<file path="src/rtl/ex_stage_pkg.sv">
// Shared EX-stage definitions: op codes, exception codes, MDU FSM encoding, sideband layout.
// Pure declarations; no logic or latency of its own.
package ex_stage_pkg;

  localparam int PASS_W_DEF = 72;

  // Sideband layout, LSB first: dst_addr, ctrl_op, mem_wr_data, mem_op, br_flag, pc
  localparam int PASS_DST_LSB   = 0;
  localparam int PASS_DST_W     = 5;
  localparam int PASS_CTRL_LSB  = 5;
  localparam int PASS_CTRL_W    = 2;
  localparam int PASS_WDAT_LSB  = 7;
  localparam int PASS_WDAT_W    = 32;
  localparam int PASS_MEMOP_LSB = 39;
  localparam int PASS_MEMOP_W   = 2;
  localparam int PASS_BR_LSB    = 41;
  localparam int PASS_BR_W      = 1;
  localparam int PASS_PC_LSB    = 42;
  localparam int PASS_PC_W      = 30;

  typedef enum logic [3:0] {
    OP_NOP  = 4'd0,
    OP_AND  = 4'd1,
    OP_OR   = 4'd2,
    OP_XOR  = 4'd3,
    OP_ADDS = 4'd4,
    OP_ADDU = 4'd5,
    OP_SUBS = 4'd6,
    OP_SUBU = 4'd7,
    OP_SHRL = 4'd8,
    OP_SHLL = 4'd9,
    OP_MULU = 4'd10,
    OP_DIVU = 4'd11,
    OP_REMU = 4'd12
  } alu_op_e;

  localparam logic [2:0] EXP_NO_EXP   = 3'd0;
  localparam logic [2:0] EXP_OVERFLOW = 3'd3;

  typedef enum logic [1:0] {
    ST_IDLE = 2'd0,
    ST_RUN  = 2'd1,
    ST_DONE = 2'd2
  } mdu_state_e;

  localparam int MDU_ITER = 32;

  function automatic logic is_mdu_op(input logic [3:0] op);
    return (op == OP_MULU) || (op == OP_DIVU) || (op == OP_REMU);
  endfunction

endpackage

</file>
<file path="src/rtl/ex_mdu.sv">
// Iterative shift-add multiplier / restoring divider: start in IDLE, 32 RUN cycles, result held in DONE.
// DONE persists while i_hold is high; i_abort returns RUN or DONE to IDLE immediately.
module ex_mdu
  import ex_stage_pkg::*;
(
  input  logic        clk,
  input  logic        reset,
  input  logic        i_start,
  input  logic        i_abort,
  input  logic        i_hold,
  input  logic [3:0]  i_op,
  input  logic [31:0] i_a,
  input  logic [31:0] i_b,
  output logic        o_run,
  output logic        o_done,
  output logic [31:0] o_result
);

  localparam logic [4:0] LAST_ITER = 5'(MDU_ITER - 1);

  mdu_state_e  r_state;
  mdu_state_e  w_state_nxt;
  logic [4:0]  r_cnt;
  logic [3:0]  r_op;
  // r_x: accumulator (MULU) or partial remainder (DIVU/REMU)
  // r_y: shifting multiplicand or dividend-becoming-quotient
  // r_z: shifting multiplier or divisor
  logic [31:0] r_x;
  logic [31:0] r_y;
  logic [31:0] r_z;
  logic [32:0] w_shift;
  logic [31:0] w_diff;
  logic        w_ge;

  always_ff @(posedge clk) begin
    if (reset) begin
      r_state <= ST_IDLE;
    end else begin
      r_state <= w_state_nxt;
    end
  end

  always_comb begin
    w_state_nxt = r_state;
    case (r_state)
      ST_IDLE: if (i_start) w_state_nxt = ST_RUN;
      ST_RUN: begin
        if (i_abort) begin
          w_state_nxt = ST_IDLE;
        end else if (r_cnt == LAST_ITER) begin
          w_state_nxt = ST_DONE;
        end
      end
      ST_DONE: if (i_abort || !i_hold) w_state_nxt = ST_IDLE;
      default: w_state_nxt = ST_IDLE;
    endcase
  end

  // The remainder stays below the divisor, so the difference always fits in 32 bits;
  // a zero divisor naturally yields all-ones quotient and remainder == dividend.
  assign w_shift = {r_x, r_y[31]};
  assign w_ge    = (w_shift >= {1'b0, r_z});
  assign w_diff  = w_shift[31:0] - r_z;

  always_ff @(posedge clk) begin
    if (reset) begin
      r_cnt <= '0;
      r_op  <= OP_NOP;
      r_x   <= '0;
      r_y   <= '0;
      r_z   <= '0;
    end else if (r_state == ST_IDLE && i_start) begin
      r_cnt <= '0;
      r_op  <= i_op;
      r_x   <= '0;
      r_y   <= i_a;
      r_z   <= i_b;
    end else if (r_state == ST_RUN) begin
      r_cnt <= r_cnt + 5'd1;
      if (r_op == OP_MULU) begin
        if (r_z[0]) begin
          r_x <= r_x + r_y;
        end
        r_y <= {r_y[30:0], 1'b0};
        r_z <= {1'b0, r_z[31:1]};
      end else begin
        r_x <= w_ge ? w_diff : w_shift[31:0];
        r_y <= {r_y[30:0], w_ge};
      end
    end
  end

  assign o_run    = (r_state == ST_RUN);
  assign o_done   = (r_state == ST_DONE);
  assign o_result = (r_op == OP_DIVU) ? r_y : r_x;

endmodule

</file>
<file path="src/rtl/ex_stage.sv">
// Execute stage: single-cycle ALU with signed-overflow trap, plus 34-cycle iterative MUL/DIV via ex_mdu.
// EX/MEM register loads at each edge unless stall; ex_busy holds ID/EX while an MDU op is in flight.
module ex_stage
  import ex_stage_pkg::*;
#(
  parameter int PASS_W = PASS_W_DEF
) (
  input  logic              clk,
  input  logic              reset,
  input  logic              stall,
  input  logic              flush,
  input  logic              id_en_,
  input  logic [3:0]        id_alu_op,
  input  logic [31:0]       id_alu_in_0,
  input  logic [31:0]       id_alu_in_1,
  input  logic              id_gpr_we_,
  input  logic [2:0]        id_exp_code,
  input  logic [PASS_W-1:0] id_pass,
  output logic              ex_busy,
  output logic              ex_en_,
  output logic [31:0]       ex_out,
  output logic              ex_gpr_we_,
  output logic [2:0]        ex_exp_code,
  output logic [PASS_W-1:0] ex_pass
);

  logic              w_flush;
  logic              w_mdu_op;
  logic              w_mdu_run;
  logic              w_mdu_done;
  logic              w_mdu_idle;
  logic              w_start;
  logic [31:0]       w_mdu_result;
  logic [31:0]       w_sum;
  logic [31:0]       w_diff;
  logic [31:0]       w_alu_out;
  logic              w_ovf;
  logic              w_trap;

  logic              r_mdu_gpr_we_;
  logic [2:0]        r_mdu_exp;
  logic              r_en_;
  logic [31:0]       r_out;
  logic              r_gpr_we_;
  logic [2:0]        r_exp;
  logic [PASS_W-1:0] r_pass;

  assign w_flush    = flush & ~stall;
  assign w_mdu_op   = is_mdu_op(id_alu_op);
  assign w_mdu_idle = ~w_mdu_run & ~w_mdu_done;
  assign w_start    = w_mdu_idle & ~id_en_ & w_mdu_op & ~w_flush;
  assign ex_busy    = ~reset & ((w_mdu_idle & ~id_en_ & w_mdu_op) | w_mdu_run);

  ex_mdu u_mdu (
    .clk      (clk),
    .reset    (reset),
    .i_start  (w_start),
    .i_abort  (w_flush),
    .i_hold   (stall),
    .i_op     (id_alu_op),
    .i_a      (id_alu_in_0),
    .i_b      (id_alu_in_1),
    .o_run    (w_mdu_run),
    .o_done   (w_mdu_done),
    .o_result (w_mdu_result)
  );

  always_comb begin
    w_sum     = id_alu_in_0 + id_alu_in_1;
    w_diff    = id_alu_in_0 - id_alu_in_1;
    w_alu_out = '0;
    w_ovf     = 1'b0;
    case (id_alu_op)
      OP_AND:  w_alu_out = id_alu_in_0 & id_alu_in_1;
      OP_OR:   w_alu_out = id_alu_in_0 | id_alu_in_1;
      OP_XOR:  w_alu_out = id_alu_in_0 ^ id_alu_in_1;
      OP_ADDS: begin
        w_alu_out = w_sum;
        w_ovf     = (id_alu_in_0[31] == id_alu_in_1[31]) && (w_sum[31] != id_alu_in_0[31]);
      end
      OP_ADDU: w_alu_out = w_sum;
      OP_SUBS: begin
        w_alu_out = w_diff;
        w_ovf     = (id_alu_in_0[31] != id_alu_in_1[31]) && (w_diff[31] != id_alu_in_0[31]);
      end
      OP_SUBU: w_alu_out = w_diff;
      OP_SHRL: w_alu_out = id_alu_in_0 >> id_alu_in_1[4:0];
      OP_SHLL: w_alu_out = id_alu_in_0 << id_alu_in_1[4:0];
      default: w_alu_out = '0;
    endcase
  end

  // An exception already raised upstream takes precedence over overflow.
  assign w_trap = w_ovf & (id_exp_code == EXP_NO_EXP);

  always_ff @(posedge clk) begin
    if (reset) begin
      r_mdu_gpr_we_ <= 1'b1;
      r_mdu_exp     <= EXP_NO_EXP;
    end else if (w_start) begin
      r_mdu_gpr_we_ <= id_gpr_we_;
      r_mdu_exp     <= id_exp_code;
    end
  end

  always_ff @(posedge clk) begin
    if (reset || w_flush) begin
      r_en_     <= 1'b1;
      r_out     <= '0;
      r_gpr_we_ <= 1'b1;
      r_exp     <= EXP_NO_EXP;
      r_pass    <= '0;
    end else if (!stall) begin
      r_pass <= id_pass;
      if (w_mdu_done) begin
        r_en_     <= 1'b0;
        r_out     <= w_mdu_result;
        r_gpr_we_ <= r_mdu_gpr_we_;
        r_exp     <= r_mdu_exp;
      end else if (ex_busy || id_en_) begin
        r_en_     <= 1'b1;
        r_out     <= '0;
        r_gpr_we_ <= 1'b1;
        r_exp     <= EXP_NO_EXP;
      end else begin
        r_en_     <= 1'b0;
        r_out     <= w_alu_out;
        r_gpr_we_ <= w_trap ? 1'b1 : id_gpr_we_;
        r_exp     <= w_trap ? EXP_OVERFLOW : id_exp_code;
      end
    end
  end

  assign ex_en_      = r_en_;
  assign ex_out      = r_out;
  assign ex_gpr_we_  = r_gpr_we_;
  assign ex_exp_code = r_exp;
  assign ex_pass     = r_pass;

endmodule

</file>
<file path="config.mk">
export PLATFORM = sky130hd
export DESIGN_NAME = ex_stage
export DESIGN_NICKNAME = d
export VERILOG_FILES = /design/src/rtl/ex_stage_pkg.sv /design/src/rtl/ex_mdu.sv /design/src/rtl/ex_stage.sv
export SDC_FILE = /design/constraint.sdc
export NUM_CORES = 1
export LEC_CHECK = 0
export CAP_MARGIN = 0
export CORE_ASPECT_RATIO = 0.9
export CORE_MARGIN = 4
export CORE_UTILIZATION = 45
export DETAILED_ROUTE_END_ITERATION = 16
export GPL_TIMING_DRIVEN = 0
export PLACE_DENSITY = 0.67
export SLEW_MARGIN = 20
export SYNTH_ARGS = -nofsm -noshare
export SYNTH_HDL_FRONTEND = slang
export SYNTH_SLANG_ARGS = --single-unit
</file>
<file path="constraint.sdc">
create_clock -name clk -period 5 [get_ports clk]
set_input_delay 1.25 -clock clk [delete_from_list [all_inputs] [get_ports clk]]
set_output_delay 1.25 -clock clk [all_outputs]
set_load 0.05 [all_outputs]
</file>
### Yosys cells after proc, flatten, opt, wreduce, memory -nomap -nowiden

Cells that the tools add are included.

| cells by class | value |
|---|---|
| add/sub/neg operators | 5 |
| $mul | 0 |
| div/mod/pow operators | 0 |
| order comparisons | 1 |
| equal/unequal tests | 25 |
| shift-type cells | 2 |
| mux-type cells | 27 |
| bitwise operators | 17 |
| reductions and logical operators | 19 |

Operator list:

| kind | number |
|---|---|
| $mux W32 | 11 |
| $pmux W32 S7 | 1 |
| $add A32 B32 Y32 | 2 |
| $sub A32 B32 Y32 | 2 |
| $ge A33 B32 Y1 | 1 |
| $and A32 B32 Y32 | 1 |
| $or A32 B32 Y32 | 1 |
| $shl A32 B5 Y32 | 1 |
| $shr A32 B5 Y32 | 1 |
| $xor A32 B32 Y32 | 1 |
| $eq A4 B4 Y1 const B | 7 |
| $eq A4 B3 Y1 const B | 4 |
| $mux W3 | 3 |
| $eq A4 B2 Y1 const B | 2 |
| $mux W2 | 4 |
| $and A1 B1 Y1 | 7 |
| $mux W1 | 6 |
| $ne A2 B1 Y1 const B | 3 |
| $not A1 Y1 | 6 |
| $pmux W2 S3 | 1 |
| $reduce_or A2 Y1 | 3 |
| $add A5 B1 Y5 const B | 1 |
| $eq A5 B5 Y1 const B | 1 |
| $logic_or A1 B1 Y1 | 5 |
| other kinds (15) | 21 |

| storage, ports and cells | value |
|---|---|
| flip-flop bits (word level) | 220 |
| latch bits | 0 |
| memory bits (writable) | 0 |
| bits in read-only memories | 0 |
| input port bits | 149 |
| logic and storage cells | 109 |
| memories | 0 |

### Longest topological paths before layout

| logic depth | value |
|---|---|
| depth after elaboration | 10 |
| mapped depth | 16 |

### By module

A second synthesis with hierarchy kept.

| second synthesis, totals | value |
|---|---|
| cell total of the unflattened synthesis | 2828 |
| area total of the unflattened synthesis | 21449.3 um^2 |

Modules (own cells, without submodules):

| module | instances | cells an instance | area each (um^2) | sequential area each (um^2) |
|---|---|---|---|---|
| ex_stage | 1 | 1715 | 12996.2 | 2262.2 |
| ex_mdu | 1 | 1113 | 8453.1 | 2142.1 |

### Worst setup path after synthesis

Ideal clock, no wire load.

| timing | value |
|---|---|
| path type | input port to flip-flop |
| start point | input id_alu_in_1[2] |
| end point | register r_gpr_we_, in the netlist ex_gpr_we_ |
| library setup time | 0.138 ns |
| arrival | 4.216 ns |
| setup slack | 0.646 ns |
| cell stages on the path | 16 |
| path buffers | 4 |
| cell sequence | buf_2 inv_2 buf_2 clkbuf_1 ha_1 buf_2 nand2b_1 o311ai_2 a21oi_1 a31o_2 nor3_1 o211a_1 o2bb2ai_2 mux2_4 a211oi_2 a31oi_1 |

| between the ends | value |
|---|---|
| word-level cells in the longest chain between the ends | 8 |
| elaborated cells between the ends (all ways) | 11 |
| classes of those cells | add/sub: 2; eq/ne: 2; mux: 4; bitwise: 1; reduce/logical: 2 |

RTL lines:

| element | line | source |
|---|---|---|
| start, declared | ex_stage.sv:15 | `input logic [31:0] id_alu_in_1,` |
| $sub A32 B32 Y32 or $add A32 B32 Y32 (tied branches) | ex_stage.sv:70, ex_stage.sv:69 |  |
| $ne A1 B1 Y1 (on tied branches) | ex_stage.sv:84, ex_stage.sv:79 |  |
| $logic_and A1 B1 Y1 (on tied branches) | ex_stage.sv:84, ex_stage.sv:79 |  |
| $pmux W1 S2 * | ex_stage.sv:73 | `case (id_alu_op)` |
| $and A1 B1 Y1 * | ex_stage.sv:94 | `assign w_trap = w_ovf & (id_exp_code == EXP_NO_EXP);` |
| $mux W1 * | ex_stage.sv:128 | `r_gpr_we_ <= w_trap ? 1'b1 : id_gpr_we_;` |
| $mux W1 * | ex_stage.sv:120 | `end else if (ex_busy \|\| id_en_) begin` |
| $mux W1 * | ex_stage.sv:115 | `if (w_mdu_done) begin` |
| end signal, assigned | ex_stage.sv:118 | `r_gpr_we_ <= r_mdu_gpr_we_;` |
| end signal, assigned | ex_stage.sv:128 |  |
| end, declared | ex_stage.sv:44 | `logic r_gpr_we_;` |

Every way passes the cells marked *; elsewhere a longest branch is shown, timed or not.
A chain may end at the register's enable or synchronous reset.

### Worst setup path after layout

| timing | value |
|---|---|
| start point | input id_alu_in_1[0] |
| end point | register r_out[7], in the netlist ex_out[7] |

| between the ends | value |
|---|---|
| word-level cells in the longest chain between the ends | 4 |
| elaborated cells between the ends (all ways) | 7 |
| classes of those cells | add/sub: 2; shift: 2; mux: 3 |

RTL lines:

| element | line | source |
|---|---|---|
| $sub A32 B32 Y32 (tied with other cells) | ex_stage.sv:70 | `w_diff = id_alu_in_0 - id_alu_in_1;` |
| $pmux W32 S7 * | ex_stage.sv:73 |  |
| $mux W32 * | ex_stage.sv:120 |  |
| $mux W32 * | ex_stage.sv:115 |  |
| end signal, assigned | ex_stage.sv:117 | `r_out <= w_mdu_result;` |
| end signal, assigned | ex_stage.sv:127 | `r_out <= w_alu_out;` |
| end, declared | ex_stage.sv:43 | `logic [31:0] r_out;` |

Marked as above.

==> flow_metrics.env <==
export IMPL_finish_instance_area_sq_um=25400
export IMPL_cts_buffers=25
export IMPL_cts_buffer_depth=3
export IMPL_maxCapViolCount=0
export IMPL_cts_max_level=1
export IMPL_synth_fp_nets=3072
export IMPL_firstDrtPassIters=6
export IMPL_fmax_ghz=0.198
export IMPL_root_buffer="clkbuf_16"
export IMPL_crit_family="compound AO/OA/AOI/OAI gates"
export IMPL_antenna_found_initial=3
export IMPL_synthFlopType="dfxtp_1"
export IMPL_core_sq_um=45800
export IMPL_post_route_min_period_ns=5.05
export IMPL_slowest_delay_ns=0.88
export IMPL_internal_power_uw=5170
export IMPL_grt_usage_pct=40.4
export IMPL_finalHoldViolations=0
export IMPL_fin_nets=3358
export IMPL_switching_share_pct=45.7
export IMPL_min_path_type="flop to flop"
export IMPL_synth_edff_count=0
export IMPL_ys_seq_elements=220
export IMPL_syn_area_sq_um=21100
export IMPL_synth_top_family_by_area="compound AO/OA/AOI/OAI gates"
export IMPL_postRouteAntennaNets=0
export IMPL_die_w_um=236
export IMPL_gp_congestion=1.11
export IMPL_portBuffers=257
export IMPL_slew_headroom_pct=16.3
export IMPL_pwr_share_seq_pct=21.7
export IMPL_overflow=0
export IMPL_drt_iter0_markers=3285
export IMPL_status="complete, but fails checks"
export IMPL_syn2layout_area_growth_pct=20.5
export IMPL_synthSimpleGateAreaFrac_pct=18.1
export IMPL_worstSetupPathType="primary input to flop"
export IMPL_drc=0
export IMPL_initial_utilization_pct=46.0
export IMPL_synth_top_area_share_pct=20.9
export IMPL_muxShareOfSynthArea_pct=14.0
export IMPL_irDropWorstVdd_mv=0.353
export IMPL_avgViaCountPerCell=6.63
export IMPL_hold_slack_ns=0.464
export IMPL_power_density_nw_per_um2=375
export IMPL_pwr_share_clk_pct=21.8
export IMPL_grt_first_pass_wirelength_um=154000
export IMPL_worst_pin_slew_ns=1.25
export IMPL_yosys_warnings=0
export IMPL_p_sw_uw=4340
export IMPL_dieArea_sq_um=50400
export IMPL_routed_wl_um=108000
export IMPL_insertion_delay_ns=0.58
export IMPL_synth_xor_area_share_pct=3.28
export IMPL_synth_cell_types=101
export IMPL_synthAdderAreaFrac_pct=10.5
export IMPL_path_buf_inv=3
export IMPL_startpoint_type="primary input"
export IMPL_vias=24297
export IMPL_cp_required_ns=5.44
export IMPL_grt_pass1_vias=22967
export IMPL_synth_yosys_seq_area_share_pct=20.9
export IMPL_synth_largest_area_cell="dfxtp_1"
export IMPL_ios=259
export IMPL_finalMaxSlewViolations=0
export IMPL_path_cells="clkdlybuf4s50_1 -> buf_2 -> buf_2 -> mux2i_1 -> nand2_1 -> nand2_1 -> a21oi_1 -> a221oi_1 -> o211ai_1 -> a22oi_2 -> o21ai_0"
export IMPL_fin_ws_ns=-0.0462
export IMPL_grt_max_degree=29
export IMPL_period_share_pct=101
export IMPL_synth_area_leaders="dfxtp_1 21%, ha_1 10%, mux2i_1 8.7%"
export IMPL_dpl_hpwl_um=86200
export IMPL_syn_area_per_cell_sq_um=7.67
export IMPL_synthCells=2749
export IMPL_cp_max_fo=10
export IMPL_synthArstFlopShare_pct=0
export IMPL_end_kind="flop"
export IMPL_drive_gt1_share_pct=7.69
export IMPL_violations="setup timing"
export IMPL_finalSetupViolCount=3
export IMPL_numClockSinks=220
export IMPL_rsz0062_at_grt="false"
export IMPL_post_dp_cell_area_sq_um=24400
export IMPL_power_leakage_uw=0.0104
export IMPL_skew_ns=0.0180
export IMPL_die_h_um=213
export IMPL_rows=74
export IMPL_synth_compound_area_share_pct=26.7
export IMPL_critPathSlowestCell="mux2i_1"
export IMPL_arrival_ns=5.49
export IMPL_cts_tree="built"
export IMPL_combPwrFrac_pct=56.5
export IMPL_path_clk_slew_ns=0.07
export IMPL_avgRoutedWirePerCell_um=29.4
repair_timing:
action	4_1_cts	5_1_grt
pin swaps	1	0
gates resized for setup	8	16
buffers inserted	1	4
cloned	0	0
endpoints found under the setup margin	31	19
hold buffers	0	0
area by class of cell:
class,count,area [sq um]
Clock inverter,15,215
Timing Repair Buffer,262,2610
Clock buffer,31,688
Inverter,145,551
Buffer,189,857
Fill cell,4437,20400
Multi-Input combinational cell,2192,15300
Tap cell,608,761
Sequential cell,220,4400
Antenna cell,2,5.00
flip-flops by register name (all words and copies together), names as in the netlist:
| name | cells |
|---|---|
| u_mdu.r_cnt | 5 |
| ex_pass | 72 |
| u_mdu.r_y | 32 |
| ex_exp_code | 3 |
| ex_out | 32 |
| u_mdu.r_x | 32 |
| r_mdu_exp | 3 |
| u_mdu.r_state | 2 |
| u_mdu.r_z | 32 |
| ex_en_ | 1 |
| u_mdu.r_op | 4 |
| ex_gpr_we_ | 1 |
| r_mdu_gpr_we_ | 1 |
logic make-up after synthesis:
logic type,Yosys count
and+or+nand+nor,854
AOI/OAI and AO/OA,838
buffers and inverters,337
muxes,247
DFF,220
adders and majority gates,174
xor gates and xnor gates,79
tightest hold or removal path: stages (launching register included):
cell and delay (ns):
dfxtp_1 0.31, nand2_1 0.05, a21oi_1 0.05
metal layers:
layer	vias up	track usage, %	share of wire [%]
li1	10558	-	-
met1	11636	53.4	40
met2	1761	61.0	41
met3	342	12.5	13
met4	0	18.7	5.6
met5	-	0	0
stage by stage:
step | setup TNS (ns) | util, % | setup slack (ns) | instances | power, uW
floorplan | 0 | - | 0.646 | 2749 | 5710
finish | -0.0638 | 55.4 | -0.0462 | 3664 | 9520
CTS | 0 | 55.3 | 0.0158 | 3659 | 9310
global placement | -33.39 | 53.3 | -1.31 | 3614 | 7160
detailed placement | -32.80 | 53.3 | -1.31 | 3614 | 7240
global route | 0 | 55.4 | 0.00860 | 3663 | 9940
synth_stat cells (all sizes together) (13+ instances only):
master / instances
nor2b: 20
a31oi: 16
xnor2: 47
or3: 19
nor2: 390
a221oi: 38
dfxtp: 220
o21a: 23
o211ai: 31
o31ai: 18
inv: 145
nand3: 34
xor2: 32
o21ai: 194
o221ai: 14
buf: 80
a22oi: 13
mux2i: 183
clkbuf: 112
o22ai: 22
a21o: 36
nor3: 50
and3: 13
o21bai: 20
nand4: 22
a211oi: 79
a21oi: 217
a311oi: 40
nand2b: 22
mux2: 29
ha: 170
nand2: 233
mux4: 35
placed cells by master, fill, tap and decap left out, types with 25 or more instances in the layout:
cell,netlist,layout
mux2_2,27,27
xnor2_1,47,47
clkbuf_1,111,111
mux4_2,35,35
nand2_1,233,233
inv_1,143,142
a21oi_1,212,209
a311oi_1,40,40
xor2_1,32,32
dfxtp_1,220,220
nand3_1,34,34
o21ai_0,179,178
clkdlybuf4s50_1,0,253
ha_1,170,170
a211oi_1,74,74
nor2_1,389,389
nor3_1,45,44
a21o_1,36,36
mux2i_1,183,182
buf_2,40,36
o211ai_1,30,30
a221oi_1,37,36
clkbuf_16,0,25
path summary, 6_finish.rpt:
kind	start	slack, ns	cells after the start	end
worst max-delay path	id_alu_in_1[0]	-0.05	11	ex_out[7]$_SDFFE_PP0N_
worst min-delay path	u_mdu.r_op[2]$_SDFFE_PP0P_	0.46	2	u_mdu.r_op[2]$_SDFFE_PP0P_
worst max register to register	u_mdu.r_y[31]$_SDFFE_PP0P_	1.25	13	u_mdu.r_x[30]$_SDFFE_PP0P_
worst min register to register	u_mdu.r_op[2]$_SDFFE_PP0P_	0.46	2	u_mdu.r_op[2]$_SDFFE_PP0P_
power by group through the flow:
stage | Clock, uW | Combinational [uW] | Sequential, uW
floorplan | 0 | 3530 | 2180
global placement | 0 | 5070 | 2090
detailed placement | 0 | 5150 | 2100
CTS | 2070 | 5180 | 2060
global route | 2140 | 5720 | 2080
finish | 2070 | 5380 | 2070
(Power assumes the default switching activity.)
